### config.mk
export PLATFORM = sky130hd
export DESIGN_NAME = pipelined_rca_addsub
export DESIGN_NICKNAME = d
export VERILOG_FILES = /design/src/rtl/pipelined_rca_addsub.sv
export SDC_FILE = /design/constraint.sdc
export NUM_CORES = 1
export LEC_CHECK = 0
export CAP_MARGIN = 5
export CORE_MARGIN = 2
export CORE_UTILIZATION = 55
export DETAILED_ROUTE_END_ITERATION = 7
export GPL_ROUTABILITY_DRIVEN = 0
export PLACE_DENSITY_LB_ADDON = 0.25
export SETUP_SLACK_MARGIN = 0.1
export SLEW_MARGIN = 20
export SYNTH_ARGS = -nofsm -noshare
export SYNTH_HDL_FRONTEND = slang
export SYNTH_SLANG_ARGS = --single-unit
### constraint.sdc
create_clock -name clk -period 2.1 [get_ports clk]
set_input_delay 0.315 -clock clk [delete_from_list [all_inputs] [get_ports clk]]
set_output_delay 0.315 -clock clk [all_outputs]
set_load 0.02 [all_outputs]
### src/rtl/pipelined_rca_addsub.sv
// ============================================================================
// Module      : pipelined_rca_addsub
// Description : Pipelined ripple-carry adder/subtractor, one SEG-bit segment
//               per stage, valid/ready on both sides, carry-out and overflow.
// Revision    : 1.0 - initial release
// ============================================================================
`default_nettype none

module pipelined_rca_addsub #(
  parameter int WIDTH  = 16,
  parameter int STAGES = 4
) (
  input  logic             clk,
  input  logic             rst_n,
  input  logic             in_valid,
  output logic             in_ready,
  input  logic [WIDTH-1:0] a,
  input  logic [WIDTH-1:0] b,
  input  logic             cin,
  input  logic             sub,
  output logic             out_valid,
  input  logic             out_ready,
  output logic [WIDTH-1:0] sum,
  output logic             cout,
  output logic             ovf
);

  localparam int SEG = WIDTH / STAGES;

  logic             w_stall;

  // Per-stage combinational view: what each stage sees and produces.
  logic             w_vin    [STAGES];
  logic             w_cin    [STAGES];
  logic [WIDTH-1:0] w_ain    [STAGES];
  logic [WIDTH-1:0] w_bin    [STAGES];
  logic [WIDTH-1:0] w_sumin  [STAGES];
  logic [WIDTH-1:0] w_sumout [STAGES];
  logic [SEG:0]     w_seg    [STAGES];
  logic             w_ovf    [STAGES];

  // Per-stage registers: valid, carry, overflow, skewed operands, partial sum.
  logic             r_vld [STAGES];
  logic             r_c   [STAGES];
  logic             r_ovf [STAGES];
  logic [WIDTH-1:0] r_a   [STAGES];
  logic [WIDTH-1:0] r_b   [STAGES];
  logic [WIDTH-1:0] r_sum [STAGES];

  generate
    for (genvar k = 0; k < STAGES; k++) begin : g_stage
      if (k == 0) begin : g_head
        // Subtraction folds into addition: a + ~b + ~cin == a - b - cin.
        assign w_vin[k]   = in_valid;
        assign w_cin[k]   = sub ? ~cin : cin;
        assign w_ain[k]   = a;
        assign w_bin[k]   = sub ? ~b : b;
        assign w_sumin[k] = '0;
      end else begin : g_body
        assign w_vin[k]   = r_vld[k-1];
        assign w_cin[k]   = r_c[k-1];
        assign w_ain[k]   = r_a[k-1];
        assign w_bin[k]   = r_b[k-1];
        assign w_sumin[k] = r_sum[k-1];
      end

      assign w_seg[k] = {1'b0, w_ain[k][k*SEG +: SEG]}
                      + {1'b0, w_bin[k][k*SEG +: SEG]}
                      + {{SEG{1'b0}}, w_cin[k]};

      assign w_sumout[k] = (w_sumin[k] & ~(WIDTH'({SEG{1'b1}}) << (k*SEG)))
                         | (WIDTH'(w_seg[k][SEG-1:0]) << (k*SEG));

      // Sign overflow of this segment's top bit; only the last stage's is used.
      assign w_ovf[k] = (w_ain[k][(k+1)*SEG-1] == w_bin[k][(k+1)*SEG-1])
                     && (w_seg[k][SEG-1] != w_ain[k][(k+1)*SEG-1]);
    end
  endgenerate

  always_ff @(posedge clk or negedge rst_n) begin
    if (!rst_n) begin
      for (int k = 0; k < STAGES; k++) begin
        r_vld[k] <= 1'b0;
        r_c[k]   <= 1'b0;
        r_ovf[k] <= 1'b0;
        r_a[k]   <= '0;
        r_b[k]   <= '0;
        r_sum[k] <= '0;
      end
    end else if (!w_stall) begin
      for (int k = 0; k < STAGES; k++) begin
        r_vld[k] <= w_vin[k];
        r_c[k]   <= w_seg[k][SEG];
        r_ovf[k] <= w_ovf[k];
        r_a[k]   <= w_ain[k];
        r_b[k]   <= w_bin[k];
        r_sum[k] <= w_sumout[k];
      end
    end
  end

  // The whole pipeline freezes while a finished result waits downstream.
  assign w_stall   = r_vld[STAGES-1] && !out_ready;
  assign in_ready  = !w_stall;
  assign out_valid = r_vld[STAGES-1];
  assign sum       = r_sum[STAGES-1];
  assign cout      = r_c[STAGES-1];
  assign ovf       = r_ovf[STAGES-1];

endmodule

`default_nettype wire

## Word level (Yosys, flattened, before mapping)

Cells that the tools add are included.

| storage, ports and cells | value |
|---|---|
| register bits after elaboration | 145 |
| bits of input ports | 38 |
| output and inout port bits | 20 |
| logic and storage cells | 40 |

| cells by class | value |
|---|---|
| $add $sub $neg | 8 |
| equal/unequal tests | 2 |
| mux-type cells | 2 |
| bitwise gates (word level) | 5 |
| reduce and logical (&&, ||, !) cells | 4 |

Operator list:

| cell | count |
|---|---|
| adder 4 x 4 -> 5 bit | 4 |
| adder 5 x 1 -> 5 bit | 4 |
| 2-to-1 mux 16 bit | 1 |
| inverter 16 bit | 1 |
| OR 12 x 16 -> 16 bit | 1 |
| OR 8 x 12 -> 12 bit | 1 |
| OR 4 x 8 -> 8 bit | 1 |
| logical AND 1 bit | 2 |
| logical NOT 1 bit | 2 |
| == test 1 bit | 1 |
| 2-to-1 mux 1 bit | 1 |
| != test 1 bit | 1 |
| inverter 1 bit | 1 |

## Depth between registers and ports, before layout

| depth | value |
|---|---|
| depth after elaboration | 4 |
| gate-level depth with buffers | 8 |
| depth with buffers taken out | 7 |

## Worst setup path before layout

OpenSTA, ideal clock, no wires.

| timing path | value |
|---|---|
| path kind | input-to-reg |
| start point | input port sub |
| end point | register r_c[3] (netlist name) |
| library setup time | 0.148 ns |
| arrival | 2.025 ns |
| required time | 1.952 ns |
| setup slack | -0.072 ns |
| stages on the path | 8 |
| path buffers | 2 |
| path through | buf_4 > buf_4 > xor2_1 > fa_1 > fa_1 > a21o_1 > a21oi_1 > a21oi_1 |

| on the way | value |
|---|---|
| cells in the longest elaborated chain, start to end | 3 |
| elaborated cells on any way between the ends | 4 |
| classes of those cells | add/sub: 2; mux: 2 |

RTL lines:

| element | line | source |
|---|---|---|
| from (decl) | 20 | `input logic sub,` |
| 2-to-1 mux 16 bit | 57 | `assign w_bin[k] = sub ? ~b : b;` |
| adder 4 x 4 -> 5 bit | 68 | `+ {1'b0, w_bin[k][k*SEG +: SEG]}` |
| adder 5 x 1 -> 5 bit (*) | 69 | `+ {{SEG{1'b0}}, w_cin[k]};` |
| to (signal, indexed assignment) | 93 | `r_c[k] <= w_seg[k][SEG];` |
| to (decl) | 44 | `logic r_c [STAGES];` |

Mark *: on every way between the ends. The rest lies on a longest branch, timed or not.
A chain may end at the register's enable or synchronous reset.

## Worst setup path after layout

| timing path | value |
|---|---|
| start point | input port b[0] |
| end point | register r_c[3] (netlist name) |

| on the way | value |
|---|---|
| cells in the longest elaborated chain, start to end | 4 |

RTL lines:

| element | line | source |
|---|---|---|
| from (decl) | 18 | `input logic [WIDTH-1:0] b,` |
| inverter 16 bit | 57 |  |
| 2-to-1 mux 16 bit (*) | 57 |  |
| adder 4 x 4 -> 5 bit (*) | 68 |  |
| adder 5 x 1 -> 5 bit (*) | 69 |  |

Marked as above.

==> flow_summary.toml <==
[worst_setup_path]
cp.arrival_ns = 2.15
path_cells = "clkdlybuf4s50_1, xor2_2, fa_2, fa_2, a21o_1, a21oi_1, a21oi_1"
worstReg2RegStart = "r_c[3]$_DFFE_PN0N_"
crit_fanout = 2
startpoint = "b[0]"
critical_path.top_delay_family = "adder cells"
worstSetupPathType = "primary input to register"
path_buf_inv = 1
critPathLaunchType = "primary input"
worstPathRequired_ns = 2.32
cpMaxStageDelayCell = "clkdlybuf4s50_1"
critPathCaptureType = "register"
crit_path_max_incr_delay_ns = 0.44

[grt]
grt_max_degree = 95
grt_pass1_wl_mm = 12.9
grt_antenna_before_repair = 0
grt_usage_pct = 18.4
grt-ovfl-total = 0
grt_pass1_vias = 2967

[timing]
finalCritPeriodShare_pct = 91.7
finalHoldViolCount = 0
tns_ns = 0
min_period_ns = 1.93
fmax_mhz = 519
slew_viol_final = 0
tightestPinTransition_ns = 0.468
skew_ns = 0.00878
setup_viol = 0
max_slew_margin_pct = 68.8
rsz0062_at_grt = "false"

[worst_hold_path]
hold_path.class = "primary input to async pin"

[layout]
stdcell_area_um2 = 5260
n_antenna_cell = 0
area_delta_synth_final_pct = 18.6
fin_cells = 623
drive_gt1_share_pct = 6.14
final_core_util_pct = 67.8
nets = 574

[logic_synthesis]
yosysTopAreaCell = "dfrtp_1"
synth_area_um2 = 4440
synth-seq-cells = 97
synth_cells = 476
ys_warn_count = 0
synth_flop_cell = "dfrtp_1"
synth-seq-area-share_pct = 54.7
synth.most_common_cell = "nand2_1"
synth_nets = 534
netlist_top_cells_count = "nand2_1, dfrtp_1, o21ai_0"
ys_top_cells_by_area = "dfrtp_1, nand2_1, fa_1, ha_1, buf_4"
synth_edf_count = 0
synth_top_area_share_pct = 54.7
avgSynthCellArea_um2 = 9.32
ys_async_sr_fraction_pct = 100
ys_types = 30

[drt]
vias = 3020
dr.pass1.iters = 4
drtIter0Drc = 132
postRouteWirelength_mm = 7.25
drt-met1-wl_mm = 3.54
drc = 0
top_layer_used = "met4"
met3_wirelength_um = 266
wire_per_inst_um = 11.6
met2_length_mm = 3.37
via_per_inst = 4.85
ant_nets = 0

[clock_tree]
clk_pin_slew_worst_paths_ns = 0.09
clkSinkCount = 97
cts_setup_buffers = 0
worstSkewPairLatency_ns = 0.34
clockRootBuffer = "clkbuf_8"
cts_buffers = 9
h-tree-depth = 3
clk_path_buf_depth = 2
cts_tree = "built"

[die]
die_w_um = 93.8
fp.dieH_um = 93.8
initial_core_util_pct = 57.1
core_area_um2 = 7770
rows = 32
io_pins = 58
die_area_um2 = 8800

[pwr]
p_per_area_nw_per_um2 = 1380
irDropWorstVdd_mv = 0.483
p_leak_nw = 2.62

[placed_design]
hpwl_mm = 4.92
place_inst = 606
port_buffers = 57
placed_area_um2 = 5020

[run]
drv_cap = 0

[run_status]
outcome = "complete, no violations"
flip-flops by register name (all words and copies together), names as in the netlist:
name / flops
r_a: 24
r_b: 24
r_sum: 24
sum: 16
r_c: 3
r_vld: 3
cout: 1
out_valid: 1
ovf: 1
routing by layer:
| metal | up-vias | global-route usage (%) |
|---|---|---|
| met5 | - | 0 |
| met3 | 4 | 2.49 |
| li1 | 1558 | - |
| met2 | 57 | 30.3 |
| met1 | 1401 | 24.7 |
| met4 | 0 | 7.97 |
worst paths after layout:
path                       slack, ns               endpoint  cells past startpoint
setup / recovery                0.17     r_c[3]$_DFFE_PN0N_                      7
hold / removal                  0.46    r_a[55]$_DFFE_PN0N_                      2
setup reg to reg                0.26     r_c[2]$_DFFE_PN0N_                      5
hold reg to reg                 0.47     sum[1]$_DFFE_PN0N_                      2
max in group asynchronous       1.02  r_sum[22]$_DFFE_PN0N_                      3
min in group clk                0.47     sum[1]$_DFFE_PN0N_                      2
stage by stage:
stage	worst slack [ns]	power, mW	hold WS, ns
2_1_floorplan	0.102	5.30	0.0194
3_3_place_gp	-0.202	5.92	0.296
3_5_place_dp	-0.241	6.05	0.299
4_1_cts	0.121	7.37	0.454
5_1_grt	0.103	7.93	0.492
6_report	0.175	7.28	0.464
final cells by class:
type,count,area (um2)
clock buffers,12,145
clock inverters,4,76.3
fillers,617,2500
inverters,14,52.6
multi-input cells,326,1740
flip-flops and latches,97,2430
well taps,102,128
repair buffers,68,697
cells in the final DEF, fill, tap and decap left out, drive strengths merged, types with 8 or more instances in the layout:
master         synthesis  layout
inv                   14      14
nor2                   9       9
nand2                214     214
a21oi                 12      12
xnor2                 15      15
o21ai                 21      21
buf                   30      11
fa                     8       8
dfrtp                 97      97
ha                    12      12
clkdlybuf4s50          0      55
clkbuf                 9      12
cell families after synthesis:
logic type / share of synthesized area, %
XOR/XNOR: 4.15
adder cells (fa/ha/maj): 7.00
buffers and inverters: 6.40
AO/OA/AOI/OAI: 5.64
AND/OR/NAND/NOR: 21.4
flip-flops: 54.7
multiplexers: 0.677
worst reg2reg max path: stages (launching register included):
cell,delay (ns)
dfrtp_1,0.41
fa_1,0.48
fa_1,0.42
a21o_1,0.17
a21oi_1,0.15
a21oi_1,0.08
timing repair:
action / in CTS / in global routing
resized for setup: 0 / 2
endpoints found under the hold margin: 35 / 0
hold buffers: 1 / 0
setup endpoints to repair: 0 / 3
report_power, final:
group	internal, mW	switching, mW	total, mW
Sequential	2.69	0.464	3.16
Clock	0.707	0.595	1.30
Combinational	1.28	1.54	2.82
(Power assumes the default switching activity.)
